==> config.mk <==
export PLATFORM = sky130hd
export DESIGN_NAME = spi_job_loader
export DESIGN_NICKNAME = d
export VERILOG_FILES = /design/src/rtl/spi_job_loader.sv
export SDC_FILE = /design/constraint.sdc
export NUM_CORES = 1
export LEC_CHECK = 0
export CAP_MARGIN = 10
export CORE_ASPECT_RATIO = 1.25
export CORE_MARGIN = 8
export CORE_UTILIZATION = 45
export CTS_CLUSTER_DIAMETER = 120
export CTS_CLUSTER_SIZE = 8
export DETAILED_ROUTE_END_ITERATION = 8
export MAX_ROUTING_LAYER = met4
export PLACE_DENSITY_LB_ADDON = 0.15
export REMOVE_ABC_BUFFERS = 1
export SLEW_MARGIN = 40
export SYNTH_ARGS = -nofsm -noshare
export SYNTH_HDL_FRONTEND = slang
export SYNTH_SLANG_ARGS = --single-unit
==> constraint.sdc <==
create_clock -name clk -period 6.1 [get_ports clk]
set_input_delay 0.915 -clock clk [delete_from_list [all_inputs] [get_ports clk]]
set_output_delay 0.915 -clock clk [all_outputs]
set_load 0.005 [all_outputs]
==> src/rtl/spi_job_loader.sv <==
// spi_job_loader
//   Register bank behind the SPI slave front-end. Assembles a mining job
//   header from byte writes, hands it to the hash core over a valid/ready
//   handshake, captures the result nonce and exposes status to the host.
//
// Ports
//   clk, reset            : system clock, asynchronous active-low reset
//   reg_num/wr_data/wr_en : register address, write byte, write strobe (level)
//   rd_data               : registered read byte (1 clk latency from reg_num)
//   job_header            : flattened header, byte 0 in bits [7:0]
//   job_valid/job_ready   : job handshake to the core
//   core_abort            : single-cycle abort pulse to the core
//   result_valid/nonce    : result pulse from the core
//   irq                   : high while a result is waiting (DONE)
//
// Address map (A = HEADER_BYTES): 0..A-1 header, A CTRL (wo), A+1 STATUS,
// A+2..A+5 nonce little-endian, everything else reads 0.
module spi_job_loader #(
    parameter int HEADER_BYTES = 80
) (
    input  logic                      clk,
    input  logic                      reset,
    input  logic [6:0]                reg_num,
    input  logic [7:0]                wr_data,
    input  logic                      wr_en,
    output logic [7:0]                rd_data,
    output logic [HEADER_BYTES*8-1:0] job_header,
    output logic                      job_valid,
    input  logic                      job_ready,
    output logic                      core_abort,
    input  logic                      result_valid,
    input  logic [31:0]               result_nonce,
    output logic                      irq
);

    typedef enum logic [1:0] {IDLE, PENDING, RUNNING, DONE} state_e;

    localparam int         AW     = (HEADER_BYTES > 1) ? $clog2(HEADER_BYTES) : 1;
    localparam logic [6:0] A_CTRL = 7'(HEADER_BYTES);
    localparam logic [6:0] A_STAT = A_CTRL + 7'd1;
    localparam logic [6:0] A_N0   = A_CTRL + 7'd2;
    localparam logic [6:0] A_N3   = A_CTRL + 7'd5;

    state_e                         state_q, state_d;
    logic [HEADER_BYTES-1:0][7:0]   header_q, header_d;
    logic [31:0]                    nonce_q, nonce_d;
    logic                           wr_en_q;
    logic                           done_q, done_d;
    logic                           werr_q, werr_d;
    logic                           job_valid_q, job_valid_d;
    logic                           abort_q, abort_d;
    logic                           irq_q, irq_d;
    logic [7:0]                     rd_q, rd_d;

    logic           wr_fire, busy, hdr_sel, ctrl_wr, abort_fire;
    logic [AW-1:0]  hdr_idx;
    logic [1:0]     nidx;

    always_comb begin
        // Rising edge of the level strobe: a held wr_en writes only once.
        wr_fire    = wr_en & ~wr_en_q;
        busy       = (state_q == PENDING) || (state_q == RUNNING);
        hdr_sel    = reg_num < A_CTRL;
        hdr_idx    = reg_num[AW-1:0];
        nidx       = 2'(reg_num - A_N0);
        ctrl_wr    = wr_fire && (reg_num == A_CTRL);
        abort_fire = ctrl_wr && wr_data[1];

        state_d  = state_q;
        header_d = header_q;
        nonce_d  = nonce_q;
        done_d   = done_q;
        werr_d   = werr_q;
        abort_d  = 1'b0;

        // Header is frozen while the core owns the job.
        if (wr_fire && hdr_sel) begin
            if (busy) werr_d = 1'b1;
            else      header_d[hdr_idx] = wr_data;
        end

        if (ctrl_wr) begin
            if (wr_data[1]) begin
                // Only a job actually held by the core needs an abort pulse.
                abort_d = busy;
                state_d = IDLE;
            end else begin
                if (wr_data[2]) begin
                    done_d = 1'b0;
                    werr_d = 1'b0;
                    if (state_q == DONE) state_d = IDLE;
                end
                if (wr_data[0]) begin
                    if (busy) begin
                        werr_d = 1'b1;
                    end else begin
                        done_d  = 1'b0;
                        state_d = PENDING;
                    end
                end
            end
        end

        // Core-side events; a same-cycle abort takes precedence.
        if (!abort_fire) begin
            if (state_q == PENDING && job_ready) state_d = RUNNING;
            if (state_q == RUNNING && result_valid) begin
                nonce_d = result_nonce;
                done_d  = 1'b1;
                state_d = DONE;
            end
        end

        job_valid_d = (state_d == PENDING);
        irq_d       = (state_d == DONE);

        rd_d = 8'h00;
        if (hdr_sel)                             rd_d = header_q[hdr_idx];
        else if (reg_num == A_STAT)              rd_d = {4'h0, job_valid_q, werr_q, done_q, busy};
        else if (reg_num >= A_N0 && reg_num <= A_N3) rd_d = nonce_q[{nidx, 3'b000} +: 8];
    end

    always_ff @(posedge clk or negedge reset) begin
        if (!reset) begin
            state_q     <= IDLE;
            header_q    <= '0;
            nonce_q     <= '0;
            wr_en_q     <= 1'b0;
            done_q      <= 1'b0;
            werr_q      <= 1'b0;
            job_valid_q <= 1'b0;
            abort_q     <= 1'b0;
            irq_q       <= 1'b0;
            rd_q        <= 8'h00;
        end else begin
            state_q     <= state_d;
            header_q    <= header_d;
            nonce_q     <= nonce_d;
            wr_en_q     <= wr_en;
            done_q      <= done_d;
            werr_q      <= werr_d;
            job_valid_q <= job_valid_d;
            abort_q     <= abort_d;
            irq_q       <= irq_d;
            rd_q        <= rd_d;
        end
    end

    assign job_header = header_q;
    assign job_valid  = job_valid_q;
    assign core_abort = abort_q;
    assign irq        = irq_q;
    assign rd_data    = rd_q;

endmodule

==> impl_results.md, run 1 <==
- # rows: 109
- Pwr dens: 268 mW/mm²
- Final Cell Area: 0.0425 mm²
- Ys flop type: dfrtp_1
- Max Buffers Root-to-Sink: 3
- Pre-CTS setup slack: 1.50 ns
- # IOs: 703
- Synthesized area: 0.0320 mm²
- Crit path launch: reg_num[4]
- Total power: 0.0114 W
- # DRC: 0
- #FFs+latches synth: 688
- Worst Hold Class: in2async
- Nets: 2955
- Final WL: 141000 µm
- DR pass1 iterations: 6
- Chip width: 254 µm
- Hold Fails Final Rpt: 0
- CP Capture Point: job_header[317]
- CTS tree: yes
- Static leakage: 18.8 nW
- Largest area contributor in the netlist: dfrtp_1
- Data required, critical path: 6.62 ns
- Setup slack, reg-to-reg: 2.63 ns
- Core area: 0.0705 mm²
- Ratio of cells with drive above 1 in the final layout: 0.365
- Slew Limit Fails: 0
- Worst r2r src: wr_en_q
- Grt ovf: 0
- Worst vdd ir: 0.000232 V
- Post-route ant nets: 0
- Placed cell areas: 0.0400 mm²
- Worst setup path class: in2reg
- Post-synth EDFFs: 0
- Reg-to-reg endpoint: job_header[317]
- Root Buffer: clkbuf_16
- First-pass GRT wire length: 198000 µm
- Final Setup Violations: 0
- Area grow syn2layout: 33.1%
- Vias/cell: 6.28
- Post_cts resized: 0
- Die area: 0.0799 mm²
- Fin crit share: 0.664
- Maxcap violations: 0
- Num CTS Buffers: 95
- Clock skew: 0.0233 ns
- Die Height: 314 µm
- Count leader, synth: mux2_2
- Clock Sinks: 688
- Post-synth cell types: 75
- Worst-skew pair later-pin latency: 0.65 ns
- Dpl hpwl: 101000 µm
- Period minus WS final: 4.05 ns
- Final setup TNS: 0 ns
- Synth top cells by count: mux2_2, dfrtp_1, clkbuf_1
- GPL Wtd Cong: 0.902
- Clock transition at path regs: 0.05 ns
- Critical Path AT: 4.57 ns
- Async set-reset flop share out of synthesis: 1.00
- CP endpoint kind: register
- IO Port Bufs: 702
- Achievable clock frequency: 247 MHz
- Initial antenna violation count: 6
- Hold_buf cts: 0
- Routed via count: 24207
- RSZ-0062 raised after global routing: no
- Seq/Total Area, Yosys: 0.539
- Mean Syn Cell Area: 14.4 µm²
- Max-slew headroom: 0.375
- R2R depth: 6
- Worst Path Max Fanout: 10
- Worst Slack Setup Final: 2.05 ns
- Yosys warns: 0
- Post-synthesis instance total: 2221
- Largest net degree at the start of global routing: 143
- Post-CTS Setup Inserts: 0
- Starting Density: 0.453
- Status: finished, final reports clean
- Synth top area cells: dfrtp_1, mux2_2, mux4_2, a221oi_1, nor2_4
- GRT Util Overall: 0.356
- Worst setup SP type: primary input
- Vias in the first global route: 25589
- Share of the synthesized area in the top cell type: 0.539
- Drt wl/cell: 36.5 µm
- Hold WS: 0.167 ns
- DRT iter0 DRCs: 2041
- H-tree depth: 3
- Tightest Pin Transition: 0.938 ns
[registers in the layout, indices dropped and copies added (netlist names)]
register and count:
werr_q 1, job_header 640, nonce_q 32, wr_en_q 1
core_abort 1, job_valid 1, rd_data 8, done_q 1
irq 1, state_q 2
[critical path, cell delays in order]
cell and delay, ns:
clkdlybuf4s50_1 0.45, nor2_1 0.53, o21ba_2 0.22, and2_1 0.49, nand3_2 0.76, nor2_2 0.79
mux2_2 0.41
[cell type report]
class	count	area (µm²)
fill	5614	28000
multi-input combinational	1354	14000
sequential	688	17200
inverter	10	38.8
tap	943	1180
antenna	7	17.5
timing repair buffer	751	7610
clock buffer	96	2400
clock inverter	5	85.1
[cell usage in the layout (no fill, tap or decap), types with 8 or more instances in the layout]
master	instances
mux2_2	705
a22o_1	8
dfrtp_1	688
mux2i_1	49
a221oi_1	81
mux4_2	78
a21oi_1	28
o21ai_0	35
nor2_2	31
clkdlybuf4s50_1	689
nor2_1	37
nand2_1	64
buf_4	34
a22oi_1	33
o22ai_1	15
nor2_4	53
clkbuf_16	96
[metrics by stage]
step | utilization | instances
floorplan | - | 2052
global placement | 0.564 | 3736
detailed placement | 0.567 | 3743
CTS | 0.602 | 3844
global route | 0.603 | 3853
finish | 0.603 | 3854
[routing by layer]
metal,GRT usage,routed length (µm),up-vias
met2,0.570,68600,1424
met4,0.198,8940,0
met5,-,0,-
met3,0.0923,12800,384
li1,-,-,9653
met1,0.406,50500,12746
[power by group]
group | internal (W) | switching [W] | leakage [nW]
sequential | 0.00487 | 0.000250 | 9.46
clock | 0.00276 | 0.00196 | 1.22
combinational | 0.000763 | 0.000799 | 8.09
[logic make-up (layout without fill, tap and decap cells)]
family                     count (synthesis)  after routing  share of synthesized area
and+or+nand+nor                          244            244                     0.0482
DFF                                      688            688                      0.539
other                                      0              7                          0
AOI/OAI and AO/OA                        273            273                     0.0645
buffers and inverters                    179            862                     0.0272
adders and majority gates                  3              3                    0.00117
muxes                                    834            834                      0.320
[worst min path at each step]
stage,to,startpoint,cells past startpoint
after floorplan,done_q,done_q,1
after global placement,done_q,done_q,1
after detailed placement,done_q,done_q,1
after CTS,job_header[245],reset,1
after global routing,job_header[245],reset,1
final,job_header[245],reset,1
Power figures use the tool's default switching activity.
==> inputs of run 2 (changes only) <==
Clock period 6.1 ns to 3.9 ns, I/O delays scaled along.
==> impl_results.md, run 2 (synthesis results as in run 1) <==
- Max Buffers Root-to-Sink: 3 (unchanged)
- Post_cts resized: 0 (unchanged)
- Worst setup SP type: primary input
- Initial antenna violation count: 5 (-1)
- Vias/cell: 6.29 (about the same)
- Commonest non-fill, non-tap cells in the layout: mux2_2, clkdlybuf4s50_1, dfrtp_1
- Core area: 0.0705 mm² (unchanged)
- Leading cell type in the layout, fill and taps excluded: mux2_2
- First-pass GRT wire length: 200000 µm (+0.89%)
- IO Port Bufs: 702 (unchanged)
- Largest net degree at the start of global routing: 99 (-31%)
- CP Capture Point: rd_data[6]
- Clock Sinks: 688 (unchanged)
- Final Setup Violations: 0 (unchanged)
- Data required, critical path: 4.41 ns (-2.21 ns)
- Tightest Pin Transition: 0.891 ns (-0.0465 ns)
- Nets: 3033 (+2.6%)
- H-tree depth: 3 (unchanged)
- Die Height: 314 µm (unchanged)
- Worst vdd ir: 0.000350 V (+51%)
- Clock skew: 0.0278 ns (+0.00452 ns)
- Maxcap violations: 0 (unchanged)
- CP endpoint kind: register
- Clock transition at path regs: 0.05 ns (about the same)
- Status: finished, final reports clean
- Fin crit share: 0.833
- Achievable clock frequency: 308 MHz
- RSZ-0062 raised after global routing: no
- Die area: 0.0799 mm² (unchanged)
- Max-slew headroom: 0.406 (+0.0310)
- Num CTS Buffers: 95 (unchanged)
- Slew Limit Fails: 0 (unchanged)
- Hold Fails Final Rpt: 0 (unchanged)
- Hold WS: 0.313 ns (+0.145 ns)
- # DRC: 0 (unchanged)
- Grt ovf: 0 (unchanged)
- Worst Hold Class: in2reg
- # IOs: 703 (unchanged)
- Period minus WS final: 3.25 ns
- CTS tree: yes
- Static leakage: 19.2 nW (+2.0%)
- Ratio of cells with drive above 1 in the final layout: 0.380 (+0.0155)
- Vias in the first global route: 25764 (+0.68%)
- Worst r2r src: state_q[0]
- Routed via count: 24703 (+2.0%)
- Starting Density: 0.453 (unchanged)
- Pwr dens: 417 mW/mm² (+56%)
- Root Buffer: clkbuf_16
- GRT Util Overall: 0.360 (+0.00352)
- DR pass1 iterations: 6 (unchanged)
- Setup slack, reg-to-reg: 1.20 ns (-1.43 ns)
- Max reg flops: 640 (unchanged)
- Worst Path Max Fanout: 29 (+19)
- Final WL: 143000 µm (+1.3%)
- Crit path launch: reg_num[0]
- Worst-skew pair later-pin latency: 0.66 ns (about the same)
- Final setup TNS: 0 ns (unchanged)
- Reg-to-reg endpoint: job_header[484]
- R2R depth: 8 (+2)
- # rows: 109 (unchanged)
- Chip width: 254 µm (unchanged)
- DRT iter0 DRCs: 2220 (+8.8%)
- Drt wl/cell: 36.3 µm (-0.66%)
- Dpl hpwl: 105000 µm (+3.8%)
- Critical Path AT: 3.76 ns (-0.81 ns)
- Worst setup path class: in2reg
- Post-route ant nets: 0 (unchanged)
- GPL Wtd Cong: 0.933 (+3.5%)
- Area grow syn2layout: 35.0%
-- run 2: cell types whose count changed in the layout (fill, tap and decap cells not counted), sizes merged --
cell         before  now
clkinv            2    1
diode             7    4
dlygate4sd3       0    1
clkbuf           97   99
buf              61  138
-- run 2: layout make-up --
cell class	count	area [µm²]
inverters	10	37.5
multi-input cells	1354	14000
repair buffers	829	8200
well taps	943	1180
fillers	5537	27400
clock buffers	98	2450
clock inverters	4	76.3
diodes	4	10.0
flip-flops and latches	688	17200
-- run 2: where the power goes --
| part | internal [W] | switching [W] | leakage [nW] | total (W) |
|---|---|---|---|---|
| clock | 0.00440 | 0.00307 | 1.24 | 0.00747 |
| sequential | 0.00762 | 0.000412 | 9.46 | 0.00803 |
| combinational | 0.00124 | 0.00125 | 8.46 | 0.00249 |
| total | 0.0132 | 0.00474 | 19.2 | 0.0180 |
-- run 2: worst min path at each step --
stage                     startpoint         endpoint  slack, ns  depth (start not counted)
after detailed placement      done_q           done_q       0.48                          1
after global routing      wr_data[7]  job_header[463]       0.30                          2
final                     wr_data[7]  job_header[503]       0.31                          2
after global placement        done_q           done_q       0.47                          1
after CTS                      reset  job_header[245]       0.01                          1
after floorplan                reset       core_abort       0.29                          0
-- run 2: critical path, cell delays in order --
cell,delay (ns)
buf_6,0.40
and2b_1,0.72
buf_4,0.46
a221oi_1,0.16
nor2_1,0.26
o311ai_0,0.28
o221a_2,0.42
o311ai_1,0.42
-- run 2: per-layer routing --
metal | GRT usage | wire (µm)
met5 | - | 0
met1 | 0.424 | 52800
met3 | 0.0750 | 11400
met2 | 0.586 | 70600
met4 | 0.170 | 7880
-- run 2: timing repair --
action	4_1_cts	5_1_grt
hold buffers	0	1
setup buffers	0	0
endpoints found under the hold margin	0	52
-- run 2: per-stage QoR --
stage | utilization | setup slack (ns) | area [µm²] | instances | power [W]
6_report | 0.612 | 0.651 | 43100 | 3930 | 0.0180
5_1_grt | 0.612 | 0.680 | 43100 | 3930 | 0.0185
4_1_cts | 0.611 | 0.780 | 43100 | 3924 | 0.0180
3_5_place_dp | 0.575 | 0.130 | 40600 | 3822 | 0.0106
3_3_place_gp | 0.575 | 0.106 | 40500 | 3820 | 0.0105
2_1_floorplan | - | 0.724 | 31100 | 2052 | 0.00886
